===== src/rtl/melbank_pkg.sv =====
// Shared types and constants for the mel filterbank coefficient loader.
// Holds the controller state encoding plus table depth and checksum width.
package melbank_pkg;

  localparam int DEFAULT_ADDR_WIDTH = 9;
  localparam int DEPTH              = 2 ** DEFAULT_ADDR_WIDTH;
  localparam int CKSUM_WIDTH        = 16;

  typedef enum logic [2:0] {
    ST_IDLE   = 3'd0,
    ST_LOAD   = 3'd1,
    ST_VERIFY = 3'd2,
    ST_FLUSH  = 3'd3,
    ST_DONE   = 3'd4
  } state_e;

endpackage


===== src/rtl/melbank_cksum.sv =====
// Modulo-2^16 running sum with synchronous clear (priority) and enable.
// Data wider than the accumulator is truncated; narrower data is zero-extended.
module melbank_cksum
  import melbank_pkg::*;
#(
  parameter int DATA_WIDTH = 8
) (
  input  logic                   clk_tb,
  input  logic                   tb_rst,
  input  logic                   clr,
  input  logic                   en,
  input  logic [DATA_WIDTH-1:0]  din,
  output logic [CKSUM_WIDTH-1:0] sum
);

  logic [CKSUM_WIDTH-1:0] sum_q;
  logic [CKSUM_WIDTH-1:0] sum_d;

  always_comb begin
    sum_d = sum_q;
    if (clr) begin
      sum_d = '0;
    end else if (en) begin
      sum_d = sum_q + CKSUM_WIDTH'(din);
    end
  end

  always_ff @(posedge clk_tb or posedge tb_rst) begin
    if (tb_rst) begin
      sum_q <= '0;
    end else begin
      sum_q <= sum_d;
    end
  end

  assign sum = sum_q;

endmodule


===== src/rtl/melbank_coef_loader.sv =====
// Streams coefficients into a table, reads the whole table back, and checks the
// readback sum against the load checksum. Stream: a beat moves when s_valid & s_ready.
module melbank_coef_loader
  import melbank_pkg::*;
#(
  parameter int ADDR_WIDTH = 9,
  parameter int DATA_WIDTH = 8
) (
  input  logic                   clk_tb,
  input  logic                   tb_rst,
  input  logic                   start,
  input  logic                   s_valid,
  input  logic [DATA_WIDTH-1:0]  s_data,
  output logic                   s_ready,
  output logic                   ram_we,
  output logic [ADDR_WIDTH-1:0]  ram_addr,
  output logic [DATA_WIDTH-1:0]  ram_wdata,
  input  logic [DATA_WIDTH-1:0]  ram_rdata,
  output logic                   busy,
  output logic                   done,
  output logic                   err,
  output logic [CKSUM_WIDTH-1:0] checksum
);

  state_e                 state_q;
  state_e                 state_d;
  logic [ADDR_WIDTH-1:0]  addr_q;
  logic                   err_q;
  logic                   rd_vld_q;
  logic                   launch;
  logic                   beat;
  logic                   last_addr;
  logic                   sum_match;
  logic [CKSUM_WIDTH-1:0] load_sum;
  logic [CKSUM_WIDTH-1:0] verify_sum;

  // Only IDLE listens to start, so a start while busy falls on deaf ears.
  assign launch    = (state_q == ST_IDLE) && start;
  assign beat      = (state_q == ST_LOAD) && s_valid;
  assign last_addr = &addr_q;
  assign sum_match = (verify_sum == load_sum);

  always_ff @(posedge clk_tb or posedge tb_rst) begin
    if (tb_rst) begin
      state_q <= ST_IDLE;
    end else begin
      state_q <= state_d;
    end
  end

  always_comb begin
    state_d = state_q;
    unique case (state_q)
      ST_IDLE:   if (start) state_d = ST_LOAD;
      ST_LOAD:   if (beat && last_addr) state_d = ST_VERIFY;
      ST_VERIFY: if (last_addr) state_d = ST_FLUSH;
      ST_FLUSH:  state_d = ST_DONE;
      ST_DONE:   state_d = ST_IDLE;
      default:   state_d = ST_IDLE;
    endcase
  end

  always_comb begin
    s_ready   = 1'b0;
    ram_we    = 1'b0;
    ram_addr  = '0;
    ram_wdata = '0;
    busy      = 1'b0;
    done      = 1'b0;
    err       = err_q;
    unique case (state_q)
      ST_LOAD: begin
        s_ready  = 1'b1;
        busy     = 1'b1;
        ram_addr = addr_q;
        if (s_valid) begin
          ram_we    = 1'b1;
          ram_wdata = s_data;
        end
      end
      ST_VERIFY: begin
        busy     = 1'b1;
        ram_addr = addr_q;
      end
      // Both sums are final here: the last readback was absorbed during FLUSH.
      ST_DONE: begin
        done = sum_match && !err_q;
        err  = err_q || !sum_match;
      end
      default: begin
        s_ready = 1'b0;
      end
    endcase
  end

  // One counter serves both passes; it wraps to 0 at the end of each.
  always_ff @(posedge clk_tb or posedge tb_rst) begin
    if (tb_rst) begin
      addr_q <= '0;
    end else if (launch) begin
      addr_q <= '0;
    end else if (beat || (state_q == ST_VERIFY)) begin
      addr_q <= addr_q + ADDR_WIDTH'(1);
    end
  end

  // Read data trails its address by one cycle.
  always_ff @(posedge clk_tb or posedge tb_rst) begin
    if (tb_rst) begin
      rd_vld_q <= 1'b0;
    end else begin
      rd_vld_q <= (state_q == ST_VERIFY);
    end
  end

  always_ff @(posedge clk_tb or posedge tb_rst) begin
    if (tb_rst) begin
      err_q <= 1'b0;
    end else if (launch) begin
      err_q <= 1'b0;
    end else if ((state_q == ST_DONE) && !sum_match) begin
      err_q <= 1'b1;
    end
  end

  melbank_cksum #(.DATA_WIDTH(DATA_WIDTH)) u_load_sum (
    .clk_tb (clk_tb),
    .tb_rst (tb_rst),
    .clr    (launch),
    .en     (beat),
    .din    (s_data),
    .sum    (load_sum)
  );

  melbank_cksum #(.DATA_WIDTH(DATA_WIDTH)) u_verify_sum (
    .clk_tb (clk_tb),
    .tb_rst (tb_rst),
    .clr    (launch),
    .en     (rd_vld_q),
    .din    (ram_rdata),
    .sum    (verify_sum)
  );

  assign checksum = load_sum;

endmodule


===== config.mk =====
export PLATFORM = sky130hd
export DESIGN_NAME = melbank_coef_loader
export DESIGN_NICKNAME = d
export VERILOG_FILES = /design/src/rtl/melbank_pkg.sv /design/src/rtl/melbank_cksum.sv /design/src/rtl/melbank_coef_loader.sv
export SDC_FILE = /design/constraint.sdc
export NUM_CORES = 1
export LEC_CHECK = 0
export CAP_MARGIN = 20
export CORE_ASPECT_RATIO = 0.7
export CORE_MARGIN = 1
export CORE_UTILIZATION = 53
export CTS_BUF_LIST = sky130_fd_sc_hd__clkbuf_4 sky130_fd_sc_hd__clkbuf_8 sky130_fd_sc_hd__clkbuf_16
export CTS_CLUSTER_DIAMETER = 60
export DETAILED_ROUTE_END_ITERATION = 12
export GPL_TIMING_DRIVEN = 0
export PLACE_DENSITY = 0.81
export SLEW_MARGIN = 20
export SYNTH_ARGS = -nofsm -noshare
export SYNTH_HDL_FRONTEND = slang
export SYNTH_SLANG_ARGS = --single-unit
export TNS_END_PERCENT = 50

===== constraint.sdc =====
create_clock -name clk_tb -period 3.1 [get_ports clk_tb]
set_clock_uncertainty 0.2 [all_clocks]
set_input_delay 0.31 -clock clk_tb [delete_from_list [all_inputs] [get_ports clk_tb]]
set_output_delay 0.31 -clock clk_tb [all_outputs]
set_load 0.03 [all_outputs]

==> results of run 1 <==
[layout by cell type (no fill, tap or decap), drive strengths merged, types with 2 or more instances in the layout]
cell / instances
a211oi: 4
xnor2: 8
and2: 11
buf: 3
a22o: 2
inv: 9
nor4b: 2
a21oi: 20
o21bai: 5
or3: 7
xor2: 28
nand3: 15
nor4bb: 2
dfrtp: 46
and3: 2
mux2i: 4
and4: 2
a31o: 2
fa: 2
nand4: 6
ha: 18
clkbuf: 13
o21ai: 28
o211ai: 4
nor3: 10
nor2b: 8
a21o: 5
nor4: 5
nand3b: 6
nand2b: 4
clkdlybuf4s50: 55
o31ai: 3
nand2: 28
nor2: 22
[registers in the layout (all words and copies together) (netlist names)]
register / flops
err_q: 1
u_verify_sum.sum: 16
state_q: 3
rd_vld_q: 1
addr_q: 9
u_load_sum.sum: 16
[worst min-delay path by stage]
stage,end,slack [ps],cells past startpoint
3_5_place_dp,addr_q[8],320,2
6_report,addr_q[2],60,2
4_1_cts,u_verify_sum.sum[15],60,2
2_1_floorplan,addr_q[8],270,2
3_3_place_gp,addr_q[8],290,2
5_1_grt,u_verify_sum.sum[15],80,2
[critical path, stage by stage (launching register included)]
cell             delay (ps)
dfrtp_1                 370
buf_4                   170
nor2_2                  170
nand3_2                 210
inv_2                   310
and2_1                  180
clkdlybuf4s50_1         660
[report_power, final]
| part | leakage, nW | internal (mW) | switching (mW) |
|---|---|---|---|
| Combinational | 1.10 | 0.506 | 0.658 |
| Clock | 0.0447 | 0.163 | 0.226 |
| Sequential | 0.606 | 0.708 | 0.154 |
[per-stage QoR]
step                hold WS [ps]  util, %
floorplan                    270        -
global placement             293     69.1
detailed placement           324     69.5
CTS                         64.2     71.1
global route                83.3     71.3
finish                      56.1     71.3
[per-layer routing]
| metal | track usage, % | vias to the layer above |
|---|---|---|
| li1 | - | 1343 |
| met1 | 40.8 | 1292 |
| met2 | 38.1 | 71 |
| met3 | 3.94 | 7 |
| met4 | 5.38 | 0 |
| met5 | 0 | - |
[logic make-up (layout without fill, tap and decap cells)]
kind of cell / after synthesis / in the layout
and+or+nand+nor: 136 / 136
muxes: 4 / 4
xor gates and xnor gates: 36 / 36
DFF: 46 / 46
AOI/OAI and AO/OA: 77 / 77
buffers and inverters: 19 / 84
adders and majority gates: 20 / 20
[area by class of cell]
cell class	instances	area [um^2]	share of cell area [%]
Tap cell	72	90.1	2.34
Inverter	8	30.0	0.780
Multi-Input combinational cell	273	1850	48.0
Buffer	10	42.5	1.11
Clock inverter	3	25.0	0.650
Clock buffer	5	68.8	1.79
Sequential cell	46	1150	29.9
Timing Repair Buffer	58	592	15.4
[what timing repair did]
action,CTS,global route
gates resized for setup,1,3
gates cloned,0,0
setup endpoints to repair,9,10
==> flow_metrics.py, run 1 <==
metrics = {
    "floorplan": {
        "die_w_um": 92.9,
        "die_h_um": 65.7,
        "io_pins": 58,
        "die-area_um2": 6100,
        "core_um2": 5400,
        "rows": 22,
        "start_util_pct": 56.9,
    },
    "critical_path": {
        "criticalPathCategory": "reg2out",
        "r2r_cells": 8,
        "required_ps": 2590,
        "cp_max_fo": 17,
        "worstSetupStartpoint": "state_q[2]",
        "critPathCapture": "ram_wdata[7]",
        "worst_setup_path_start_kind": "flip-flop",
        "crit_arrival_ps": 2380,
        "reg2reg_slack_ps": 350,
        "cp-end-kind": "output pin",
        "r2r_end": "u_load_sum.sum[15]",
        "r2r_start": "state_q[2]",
    },
    "power": {
        "p_leak_nw": 1.75,
        "p_per_area_nw_per_um2": 628,
        "ir_worst_vdd_mv": 0.556,
        "finalPower_mw": 2.42,
    },
    "timing": {
        "period_share_pct": 93.3,
        "worst_slack_ps": 208,
        "worst_slew_pin_slew_ps": 940,
        "fin_setup_tns_ps": 0,
        "max_freq_ghz": 0.346,
        "fin_crit_ps": 2890,
        "finalSetupViolations": 0,
        "max_slew_margin_pct": 36.8,
        "rsz0062_at_grt": "false",
        "drv_slew": 0,
        "finalHoldViolations": 0,
    },
    "placement": {
        "dpl.cell_count": 468,
        "placed_cell_area_um2": 3750,
        "port-buffer-count": 57,
        "gp_congestion": 0.925,
        "post-place-ws_ps": 84.5,
        "hpwl_um": 5810,
    },
    "clock_network": {
        "cts_setup_buffers": 0,
        "clkTransAtPathRegs_ps": 100,
        "clockBufferDepth": 2,
        "worstSkewPairLatency_ps": 310,
        "tritoncts": "built",
        "cts_buffers": 5,
        "ctsHoldBuffers": 0,
        "h-tree-depth": 2,
        "cts-root-buf": "clkbuf_8",
        "cts.sinks": 46,
    },
    "synthesis": {
        "synth.cells.most_frequent": "46 x dfrtp_1, 28 x nand2_1, 28 x o21ai_0, 28 x xor2_1",
        "ys_seq_elements": 46,
        "synth_mux_area_share_pct": 1.31,
        "ys_async_sr_fraction_pct": 100,
        "synth_top_area_share_pct": 37.5,
        "synth_cell_types": 48,
        "yosysWarnings": 0,
        "synth_edf_count": 0,
        "yosys.area_share.simple_pct": 24.6,
        "synthXorXnorAreaFrac_pct": 10.3,
        "netlist_area_um2": 3070,
        "synth_compound_area_share_pct": 15.1,
        "yosysTopAreaCell": "dfrtp_1",
        "synth_fa_ha_area_share_pct": 8.65,
        "synth_flop_cell": "dfrtp_1",
        "syn-num-nets": 378,
        "ys_seq_area_share_pct": 37.5,
        "synth_most_common_cell": "dfrtp_1",
        "syn_avg_cell_area_um2": 9.08,
        "synth_top_family_by_area": "simple AND/OR/NAND/NOR gates",
        "synthCells": 338,
        "synth_area_leaders": "dfrtp_1 38%, xor2_1 8.0%, ha_1 7.3%",
    },
    "job": {
        "maxCapViolations": 0,
    },
    "route": {
        "drtPass1Iterations": 4,
        "wl_met3_um": 388,
        "m1WireLength_um": 3840,
        "dr_wl_met2_um": 3150,
        "ant_nets": 0,
        "drtIter0Drc": 158,
        "vias": 2713,
        "vias_per_cell": 5.71,
        "drt_wl_total_um": 7440,
        "top_layer": "met4",
        "drcViolationCount": 0,
        "wl_per_cell_um": 15.7,
    },
    "global_routing": {
        "grtUsageTotal_pct": 26.2,
        "grt_pass1_vias": 2520,
        "grt_pass1_wl_um": 12200,
        "grt-ovfl-total": 0,
        "antenna_found_initial": 0,
        "grt_max_degree": 34,
    },
    "finish": {
        "num-fill-cells": 441,
        "diodes": 0,
        "area_growth_pct": 25.4,
        "nets": 442,
        "stdcell_count": 475,
        "fin_area_um2": 3850,
        "drive_above_1_share_pct": 5.46,
    },
    "hold_path": {
        "hp-class": "in2async",
    },
    "run_status": {
        "outcome": "completed",
    },
}
Power figures use the tool's default switching activity.
==> inputs of run 2 (changes only) <==
Settings changed: REMOVE_ABC_BUFFERS set to 1.
==> run 2 against run 1 <==
Against the previous run:
- final area down 0.72%
- critical path depth fell by 1
- maximum frequency shrank 2.9%
- total power is 0.27% lower
- clock-buffer cell count up 2
- highest routed layer unchanged
==> flow_metrics.py, run 2 (synthesis gave the netlist of run 1 again) <==
metrics = {
    "run_status": {
        "outcome": "completed",
    },
    "clock_network": {
        "cts_setup_buffers": 0,
        "clockBufferDepth": 2,
        "tritoncts": "built",
        "cts_resized": 0,
        "cts.sinks": 46,
        "cts-root-buf": "clkbuf_8",
        "h-tree-depth": 2,
        "cts_buffers": 5,
        "clkTransAtPathRegs_ps": 90,
        "worstSkewPairLatency_ps": 300,
        "ctsHoldBuffers": 0,
    },
    "critical_path": {
        "worst_setup_path_start_kind": "flip-flop",
        "cpPeakStageDelay_ps": 580,
        "cp-end-kind": "output pin",
        "criticalPathCategory": "reg2out",
        "slowest_stage": "clkdlybuf4s50_1",
        "required_ps": 2590,
        "path_depth": 5,
        "r2r_cells": 7,
        "worstPathCellList": "xor2_1 -> nor4_1 -> nand4_1 -> a31o_2 -> clkdlybuf4s50_1",
        "critPathBufInv": 1,
        "crit_family": "simple AND/OR/NAND/NOR gates",
        "cp_max_fo": 7,
        "crit_arrival_ps": 2470,
    },
    "finish": {
        "stdcell_count": 467,
        "diodes": 0,
        "post-route-util_pct": 70.8,
        "drive_above_1_share_pct": 5.06,
        "num-fill-cells": 432,
        "area_growth_pct": 24.5,
        "nets": 434,
        "final_cell_mix": "57 x clkdlybuf4s50_1, 46 x dfrtp_1, 28 x o21ai_0, 28 x xor2_1, 28 x nand2_1",
        "final_common_cell": "clkdlybuf4s50_1",
        "multi_input_area_um2": 1840,
        "seq_area_um2": 1150,
    },
    "timing": {
        "whs_ps": 123,
        "worst_slew_pin_slew_ps": 816,
        "max_freq_ghz": 0.336,
        "finalSetupViolations": 0,
        "max_slew_margin_pct": 45.2,
        "rsz0062_at_grt": "false",
        "fin_crit_ps": 2980,
        "finalHoldViolations": 0,
        "period_share_pct": 96.1,
        "drv_slew": 0,
        "fin_setup_tns_ps": 0,
    },
    "route": {
        "vias": 2644,
        "drt_wl_total_um": 6990,
        "drcViolationCount": 0,
        "wl_per_cell_um": 15.0,
        "vias_per_cell": 5.66,
        "drtIter0Drc": 188,
        "ant_nets": 0,
        "drtPass1Iterations": 4,
    },
    "floorplan": {
        "die_h_um": 65.7,
        "start_util_pct": 56.9,
        "die_w_um": 92.9,
        "core_um2": 5400,
        "rows": 22,
        "die-area_um2": 6100,
        "io_pins": 58,
    },
    "global_routing": {
        "grt_pass1_wl_um": 11900,
        "grt-ovfl-total": 0,
        "grt_max_degree": 29,
        "grtUsageTotal_pct": 25.1,
        "grt_pass1_vias": 2453,
        "antenna_found_initial": 0,
    },
    "power": {
        "finalPower_mw": 2.41,
        "p_leak_nw": 1.73,
        "ir_worst_vdd_mv": 0.265,
        "p_per_area_nw_per_um2": 631,
    },
    "placement": {
        "gp_congestion": 0.834,
        "dpl.cell_count": 459,
        "port-buffer-count": 57,
        "hpwl_um": 5500,
    },
    "job": {
        "maxCapViolations": 0,
    },
    "hold_path": {
        "hp-class": "in2async",
    },
}
[run 2: power by group]
group / internal [mW] / leakage [nW] / switching (mW) / total (mW)
registers: 0.708 / 0.606 / 0.173 / 0.881
logic: 0.502 / 1.07 / 0.631 / 1.13
clock network: 0.189 / 0.0517 / 0.206 / 0.395
[run 2: cell type report]
class | count | share of cell area [%]
clock buffers | 7 | 2.36
clock inverters | 1 | 0.131
flip-flops and latches | 46 | 30.1
well taps | 72 | 2.36
inverters | 8 | 0.786
repair buffers | 60 | 16.0
multi-input cells | 273 | 48.2
[run 2: worst paths after layout]
check,from,endpoint,slack (ps)
min,tb_rst,u_load_sum.sum[9],120
max in group asynchronous,tb_rst,u_verify_sum.sum[11],2080
max reg2reg,state_q[2],u_load_sum.sum[15],290
max,u_load_sum.sum[11],err,120
min reg2reg,addr_q[8],addr_q[8],340
min in group clk_tb,addr_q[8],addr_q[8],340
[run 2: metrics by stage]
step           setup slack [ps]  cell area, um^2
4_1_cts                     132             3820
3_3_place_gp               -479             3680
5_1_grt                    3.47             3820
6_report                    122             3820
2_1_floorplan               389             3020
3_5_place_dp               44.3             3720
[run 2: per-layer routing]
metal	wire, um	up-vias	share of wire (%)	GRT usage (%)
met5	0	-	0	0
met4	47	0	0.67	5.38
met3	324	5	4.6	3.94
met2	3050	66	44	38.5
met1	3570	1244	51	37.5
li1	-	1329	-	-
==> inputs of run 3 (changes only) <==
Settings changed: REMOVE_ABC_BUFFERS 1 to unset.
==> results of run 3 <==
The final DEF is identical to that of run 1; final timing and power are the same.
